===== config.mk =====
export PLATFORM = sky130hd
export DESIGN_NAME = count_match_monitor_flat
export DESIGN_NICKNAME = d
export VERILOG_FILES = /design/src/rtl/count_match_monitor_pkg.sv /design/src/rtl/count_match_monitor_if.sv /design/src/rtl/count_match_monitor_cmp.sv /design/src/rtl/count_match_monitor.sv /design/src/flat_wrapper.sv
export SDC_FILE = /design/constraint.sdc
export NUM_CORES = 1
export LEC_CHECK = 0
export BUFFER_PORTS_ARGS = -buffer_cell sky130_fd_sc_hd__buf_2
export CAP_MARGIN = 20
export CORE_MARGIN = 2
export CORE_UTILIZATION = 56
export DETAILED_ROUTE_END_ITERATION = 8
export GPL_TIMING_DRIVEN = 0
export MAX_ROUTING_LAYER = met4
export PLACE_DENSITY = 0.84
export SLEW_MARGIN = 10
export SYNTH_ARGS = -nofsm -noshare
export SYNTH_HDL_FRONTEND = slang
export SYNTH_SLANG_ARGS = --single-unit
export TNS_END_PERCENT = 1

===== constraint.sdc =====
create_clock -name clk -period 5.35 [get_ports clk]
set_input_delay 0.2675 -clock clk [delete_from_list [all_inputs] [get_ports clk]]
set_output_delay 0.2675 -clock clk [all_outputs]
set_load 0.005 [all_outputs]

===== src/rtl/count_match_monitor_pkg.sv =====
// rtl/count_match_monitor_pkg.sv - shared types and defaults for the count match monitor
// Optional window match build: WINDOW_MATCH_EN
package count_mon_pkg;

  typedef enum logic [1:0] {
    IDLE   = 2'd0,
    ARMED  = 2'd1,
    QUAL   = 2'd2,
    REPORT = 2'd3
  } mon_state_t;

  localparam int CNT_W_DEF = 128;
  localparam int HIT_W_DEF = 16;

endpackage


===== src/rtl/count_match_monitor_if.sv =====
// rtl/count_match_monitor_if.sv - target load and event record handshakes of the monitor
// Optional window match build: WINDOW_MATCH_EN adds cfg_upper
interface count_match_monitor_if
  import count_mon_pkg::*;
#(
  parameter int CNT_W = CNT_W_DEF
);

  logic             cfg_valid;
  logic             cfg_ready;
  logic [CNT_W-1:0] cfg_target;
`ifdef WINDOW_MATCH_EN
  logic [CNT_W-1:0] cfg_upper;
`endif
  logic             evt_valid;
  logic             evt_ready;
  logic [CNT_W-1:0] evt_value;
  logic             evt_dir;

`ifdef WINDOW_MATCH_EN
  modport master (output cfg_valid, cfg_target, cfg_upper, evt_ready,
                  input  cfg_ready, evt_valid, evt_value, evt_dir);
  modport slave  (input  cfg_valid, cfg_target, cfg_upper, evt_ready,
                  output cfg_ready, evt_valid, evt_value, evt_dir);
`else
  modport master (output cfg_valid, cfg_target, evt_ready,
                  input  cfg_ready, evt_valid, evt_value, evt_dir);
  modport slave  (input  cfg_valid, cfg_target, evt_ready,
                  output cfg_ready, evt_valid, evt_value, evt_dir);
`endif

endinterface


===== src/rtl/count_match_monitor_cmp.sv =====
// rtl/count_match_monitor_cmp.sv - registered counter sample and match logic (cnt_match_cmp)
// Optional window match build: WINDOW_MATCH_EN compares against [target, upper]
module cnt_match_cmp
  import count_mon_pkg::*;
#(
  parameter int CNT_W = CNT_W_DEF
) (
  input  logic             clk,
  input  logic             reset,
  input  logic [CNT_W-1:0] cnt_in,
  input  logic             cnt_dir,
  input  logic [CNT_W-1:0] target,
`ifdef WINDOW_MATCH_EN
  input  logic [CNT_W-1:0] upper,
`endif
  output logic             match,
  output logic [CNT_W-1:0] cnt_q,
  output logic             dir_q
);

  always_ff @(posedge clk) begin
    if (reset) begin
      cnt_q <= '0;
      dir_q <= 1'b0;
    end else begin
      cnt_q <= cnt_in;
      dir_q <= cnt_dir;
    end
  end

`ifdef WINDOW_MATCH_EN
  // An inverted window (target > upper) can never satisfy both bounds.
  assign match = (target <= cnt_q) && (cnt_q <= upper);
`else
  assign match = (cnt_q == target);
`endif

endmodule


===== src/rtl/count_match_monitor.sv =====
// rtl/count_match_monitor.sv - fires a trigger and event record after HOLD_CYCLES consecutive count matches
// Optional window match build: WINDOW_MATCH_EN
module count_match_monitor
  import count_mon_pkg::*;
#(
  parameter int CNT_W       = CNT_W_DEF,
  parameter int HOLD_CYCLES = 4,
  parameter int HIT_W       = HIT_W_DEF
) (
  input  logic                  clk,
  input  logic                  reset,
  input  logic [CNT_W-1:0]      cnt_in,
  input  logic                  cnt_dir,
  input  logic                  arm,
  count_match_monitor_if.slave  bus,
  output logic                  trig,
  output logic [HIT_W-1:0]      hit_count,
  output logic                  busy
);

  localparam logic [7:0] HOLD_Q = 8'(HOLD_CYCLES);

  mon_state_t       state, state_d;
  logic [7:0]       qual_cnt, qual_d;
  logic [CNT_W-1:0] target_q;
  logic             loaded;
  logic             fire;
  logic             load;
  logic             match;
  logic [CNT_W-1:0] cnt_q;
  logic             dir_q;

`ifdef WINDOW_MATCH_EN
  logic [CNT_W-1:0] upper_q;
`endif

  cnt_match_cmp #(.CNT_W(CNT_W)) u_cmp (
    .clk     (clk),
    .reset   (reset),
    .cnt_in  (cnt_in),
    .cnt_dir (cnt_dir),
    .target  (target_q),
`ifdef WINDOW_MATCH_EN
    .upper   (upper_q),
`endif
    .match   (match),
    .cnt_q   (cnt_q),
    .dir_q   (dir_q)
  );

  assign bus.cfg_ready = (state == IDLE);
  assign busy          = (state != IDLE);

  always_comb begin
    state_d = state;
    qual_d  = qual_cnt;
    fire    = 1'b0;
    load    = 1'b0;
    case (state)
      IDLE: begin
        qual_d = '0;
        load   = bus.cfg_valid;
        if (arm && (loaded || load)) state_d = ARMED;
      end
      ARMED: begin
        if (!arm) begin
          state_d = IDLE;
        end else if (match) begin
          if (HOLD_CYCLES == 1) begin
            fire = 1'b1;
          end else begin
            state_d = QUAL;
            qual_d  = 8'd1;
          end
        end
      end
      QUAL: begin
        // Disarming wins even over a sample that would complete qualification.
        if (!arm) begin
          state_d = IDLE;
          qual_d  = '0;
        end else if (match) begin
          if (qual_cnt + 8'd1 == HOLD_Q) fire = 1'b1;
          else qual_d = qual_cnt + 8'd1;
        end else begin
          state_d = ARMED;
          qual_d  = '0;
        end
      end
      REPORT: begin
        if (bus.evt_valid && bus.evt_ready) state_d = arm ? ARMED : IDLE;
      end
      default: state_d = IDLE;
    endcase
    if (fire) begin
      state_d = REPORT;
      qual_d  = '0;
    end
  end

  always_ff @(posedge clk) begin
    if (reset) begin
      state         <= IDLE;
      qual_cnt      <= '0;
      target_q      <= '0;
`ifdef WINDOW_MATCH_EN
      upper_q       <= '0;
`endif
      loaded        <= 1'b0;
      trig          <= 1'b0;
      bus.evt_valid <= 1'b0;
      bus.evt_value <= '0;
      bus.evt_dir   <= 1'b0;
      hit_count     <= '0;
    end else begin
      state    <= state_d;
      qual_cnt <= qual_d;
      trig     <= fire;
      if (load) begin
        target_q <= bus.cfg_target;
`ifdef WINDOW_MATCH_EN
        upper_q  <= bus.cfg_upper;
`endif
        loaded   <= 1'b1;
      end
      if (fire) begin
        bus.evt_valid <= 1'b1;
        bus.evt_value <= cnt_q;
        bus.evt_dir   <= dir_q;
        if (!(&hit_count)) hit_count <= hit_count + 1'b1;
      end else if (bus.evt_valid && bus.evt_ready) begin
        bus.evt_valid <= 1'b0;
      end
    end
  end

endmodule

===== src/flat_wrapper.sv =====
// flat-port wrapper written by rule: the top's interface ports become plain ports
module count_match_monitor_flat import count_mon_pkg::*;
#(
  parameter int CNT_W       = CNT_W_DEF,
  parameter int HOLD_CYCLES = 4,
  parameter int HIT_W       = HIT_W_DEF
)
  (clk, reset, cnt_in, cnt_dir, arm, trig, hit_count, busy, bus_cfg_valid, bus_cfg_target, bus_evt_ready, bus_cfg_ready, bus_evt_valid, bus_evt_value, bus_evt_dir);
  count_match_monitor_if #(.CNT_W(CNT_W)) bus_i ();
  input  logic clk;
  input  logic reset;
  input  logic [CNT_W-1:0] cnt_in;
  input  logic cnt_dir;
  input  logic arm;
  output logic trig;
  output logic [HIT_W-1:0] hit_count;
  output logic busy;
  input wire logic [$bits(bus_i.cfg_valid)-1:0] bus_cfg_valid;
  input wire logic [$bits(bus_i.cfg_target)-1:0] bus_cfg_target;
  input wire logic [$bits(bus_i.evt_ready)-1:0] bus_evt_ready;
  output wire logic [$bits(bus_i.cfg_ready)-1:0] bus_cfg_ready;
  output wire logic [$bits(bus_i.evt_valid)-1:0] bus_evt_valid;
  output wire logic [$bits(bus_i.evt_value)-1:0] bus_evt_value;
  output wire logic [$bits(bus_i.evt_dir)-1:0] bus_evt_dir;
  assign bus_i.cfg_valid = bus_cfg_valid;
  assign bus_i.cfg_target = bus_cfg_target;
  assign bus_i.evt_ready = bus_evt_ready;
  assign bus_cfg_ready = bus_i.cfg_ready;
  assign bus_evt_valid = bus_i.evt_valid;
  assign bus_evt_value = bus_i.evt_value;
  assign bus_evt_dir = bus_i.evt_dir;
  count_match_monitor #(.CNT_W(CNT_W), .HOLD_CYCLES(HOLD_CYCLES), .HIT_W(HIT_W)) u_core (.clk(clk), .reset(reset), .cnt_in(cnt_in), .cnt_dir(cnt_dir), .arm(arm), .bus(bus_i), .trig(trig), .hit_count(hit_count), .busy(busy));
endmodule

==> metrics.txt <==
Cells after Synth=1,603; length of routed met2 wiring=28,610 microns; clock transition time at the flip-flop clock pins of the worst setup and hold paths=60 ps; number of buffers on the longest clock path=3; clock period minus final worst setup slack=3723 ps; Horiz. Die Dim=169.1 microns; Finished Layout Cells=2,654; number of clock sinks=415; clock latency on the worst-skew pair=540 ps; detailed-route vias per instance=5.754; endpoints failing setup=0; Worst EP required=5740 ps; net total in the final layout=2,543; final weighted congestion in routability-driven placement=0.9125; failing checks=hold timing; RSZ-0062 raised after global routing=false; root buffer selected by CTS=sky130_fd_sc_hd__clkbuf_16; top fanout value on the critical path=10; number of instances resized during post-cts repair=0; first-pass GRT wire length=89,360 microns; commonest cells after routing, fill and taps aside=sky130_fd_sc_hd__dfxtp_1 (415), sky130_fd_sc_hd__buf_2 (413), sky130_fd_sc_hd__nand2_1 (276); utilization after layout=0.7951; leakage power=8.706 nW; maximum number of pins on one net before global-route repair=16; relative max-transition margin=0.2101; detailed placement HPWL=37,840 microns; DRC marker count from the first detailed-route iteration=1,601; status=finished, violations left; detailed-route wire length on metal 1=21,830 microns; Starting Density=0.5679; Post-synth EDFFs=0; transition time at the pin with the least slew margin=1185 ps; fin area=21,370 sq um; Post-Route Hold Slack=-2.110 ps; proportion of synthesized flip-flops having asynchronous set or reset=0; kind of end point of the critical path=flop; final global-route overflow total=0; total count of max-transition violations in the final report=0; Min-Delay Path Class=input port to flop; TNS Setup=0 ps; Num CTS Buffers=41; data arrival time at the worst-slack endpoint=4110 ps; cell area after synthesis=15,260 sq um; startpoint of the worst register-to-register path=u_core.u_cmp.cnt_q[77]; antenna violations before repair=9; most used flip-flop cell after synthesis=sky130_fd_sc_hd__dfxtp_1; number of max-capacitance violations reported=0; die boundary height=169.1 microns; placement row count=60; launching element type of the critical path=flop; routed length on met3=5973 microns; average footprint of a synthesized cell=9.521 sq um; startpoint of the worst hold path=bus_cfg_target[99]; drt drc=0; number of buffers added on ports=409; Final ANT Viol Nets=0; wire per inst=23.17 microns; leading cell type in the layout, fill and taps excluded=sky130_fd_sc_hd__dfxtp_1; Max H-tree Level=2; area grow syn2layout=40.01%; area of the placeable core=26,880 sq um; final clock period utilization by the worst path=0.6960; Final Routed Wirelength=61,500 microns; register bit total from synthesis=415; worst clock skew=20.96 ps; post-placement cell area=17,740 sq um; share of cells above drive strength 1=0.2149; clock tree from TritonCTS=done; full die area=28,590 sq um; Total GRT Usage=0.4268; number of warnings printed during yosys synthesis=0; Setup Crit Path Kind=flop to flop; number of top-level design ports=411; uppermost routed layer=met4; power density relative to cell area=374.3 nW/um^2; placed cells=2,353; maximum resistive drop on vdd=258.9 uV; Net Count, Synth=1,871; via count=15,270; via count of the first global-routing pass=15,400; Critical Path Start=u_core.u_cmp.cnt_q[77]; fraction of the yosys area taken by sequential cells=0.5444; detailed-router iteration count before antenna repair=8; maximum clock rate=0.2686 GHz; count of distinct cell types in the synthesized netlist=45; final hold violation count=1
-- critical path, stage by stage, from the launching register on --
cell and delay (ps):
sky130_fd_sc_hd__dfxtp_1 340, sky130_fd_sc_hd__xnor2_1 520, sky130_fd_sc_hd__nand4_1 310, sky130_fd_sc_hd__nor4_1 380
sky130_fd_sc_hd__nand4_1 290, sky130_fd_sc_hd__nor3_1 240, sky130_fd_sc_hd__buf_2 280, sky130_fd_sc_hd__buf_4 340
sky130_fd_sc_hd__buf_6 230, sky130_fd_sc_hd__mux2i_1 500, sky130_fd_sc_hd__nor2_1 130
-- worst paths after layout --
path                          endpoint  depth (start not counted)  slack, ps
max          u_core.bus.evt_value[118]                         10       1630
min                u_core.target_q[99]                          3         -2
max reg2reg  u_core.bus.evt_value[118]                         10       1630
min reg2reg        u_core.target_q[49]                          2        470
-- power by group --
part	switching, W	leakage [nW]	internal (W)
Combinational	0.000884	4.62	0.000547
Clock	0.00126	0.689	0.00181
Sequential	0.000181	3.40	0.00331
Total	0.00233	8.71	0.00567
-- registers in the layout, indices dropped and copies added, names as in the netlist --
register              flops
u_core.bus.evt_value    128
u_core.target_q         128
u_core.u_cmp.cnt_q      128
u_core.hit_count         16
u_core.qual_cnt           8
u_core.state              2
u_core.bus.evt_dir        1
u_core.bus.evt_valid      1
u_core.loaded             1
u_core.trig               1
u_core.u_cmp.dir_q        1
-- metrics by stage --
stage	hold slack, ps	power, W	worst slack [ps]
floorplan	395.7	0.004228	3266
global placement	448.7	0.004689	2064
finish	-2.110	0.007998	1627
CTS	0.2968	0.007811	2065
global route	4.787	0.008187	1457
detailed placement	459.8	0.004723	2125
-- synthesized netlist by cell type, types with 6 or more instances --
library cell,count,area (sq um)
sky130_fd_sc_hd__mux2i_1,131,1311
sky130_fd_sc_hd__xnor2_1,131,1147
sky130_fd_sc_hd__nor2_1,152,570.6
sky130_fd_sc_hd__buf_6,10,112.6
sky130_fd_sc_hd__nor4_1,9,56.30
sky130_fd_sc_hd__a21oi_1,134,670.6
sky130_fd_sc_hd__nor2b_1,131,819.5
sky130_fd_sc_hd__nand4b_1,6,52.55
sky130_fd_sc_hd__inv_1,9,33.78
sky130_fd_sc_hd__nand2_1,276,1036
sky130_fd_sc_hd__xor2_1,10,87.58
sky130_fd_sc_hd__o21ai_0,7,35.03
sky130_fd_sc_hd__nand3_1,8,40.04
sky130_fd_sc_hd__dfxtp_1,415,8308
sky130_fd_sc_hd__ha_1,6,75.07
sky130_fd_sc_hd__clkbuf_1,74,277.8
sky130_fd_sc_hd__nand4_1,40,250.2
-- final cells by class --
| class | count | area (sq um) |
|---|---|---|
| antenna | 10 | 25.02 |
| clock buffer | 58 | 1202 |
| sequential | 415 | 8308 |
| fill | 1506 | 5507 |
| timing repair buffer | 629 | 4249 |
| inverter | 9 | 33.78 |
| buffer | 92 | 432.9 |
| clock inverter | 13 | 203.9 |
| tap | 341 | 426.7 |
| multi-input combinational | 1087 | 6487 |
-- cell families (layout without fill, tap and decap cells) --
family                   Yosys count  after routing  share of synthesized area
AND/OR/NAND/NOR                  651            651                     0.1974
flip-flops                       415            415                     0.5444
AO/OA/AOI/OAI                    156            156                    0.05444
XOR/XNOR                         141            141                    0.08091
multiplexers                     133            133                    0.08739
buffers and inverters            101            801                    0.03058
adder cells (fa/ha/maj)            6              6                   0.004919
other                              0             10                          0
-- metal layers --
layer,global-route usage,vias to the layer above
met2,0.6976,1226
met1,0.4639,7059
li1,-,6592
met3,0.09703,395
met4,0.2939,0
met5,-,-
-- repair_timing --
action                                 in CTS  in global routing
endpoints found under the hold margin     218                  2
hold buffers                              218                  2
buffers inserted                            0                  0
No activity file was read; power rests on OpenSTA's default activity.
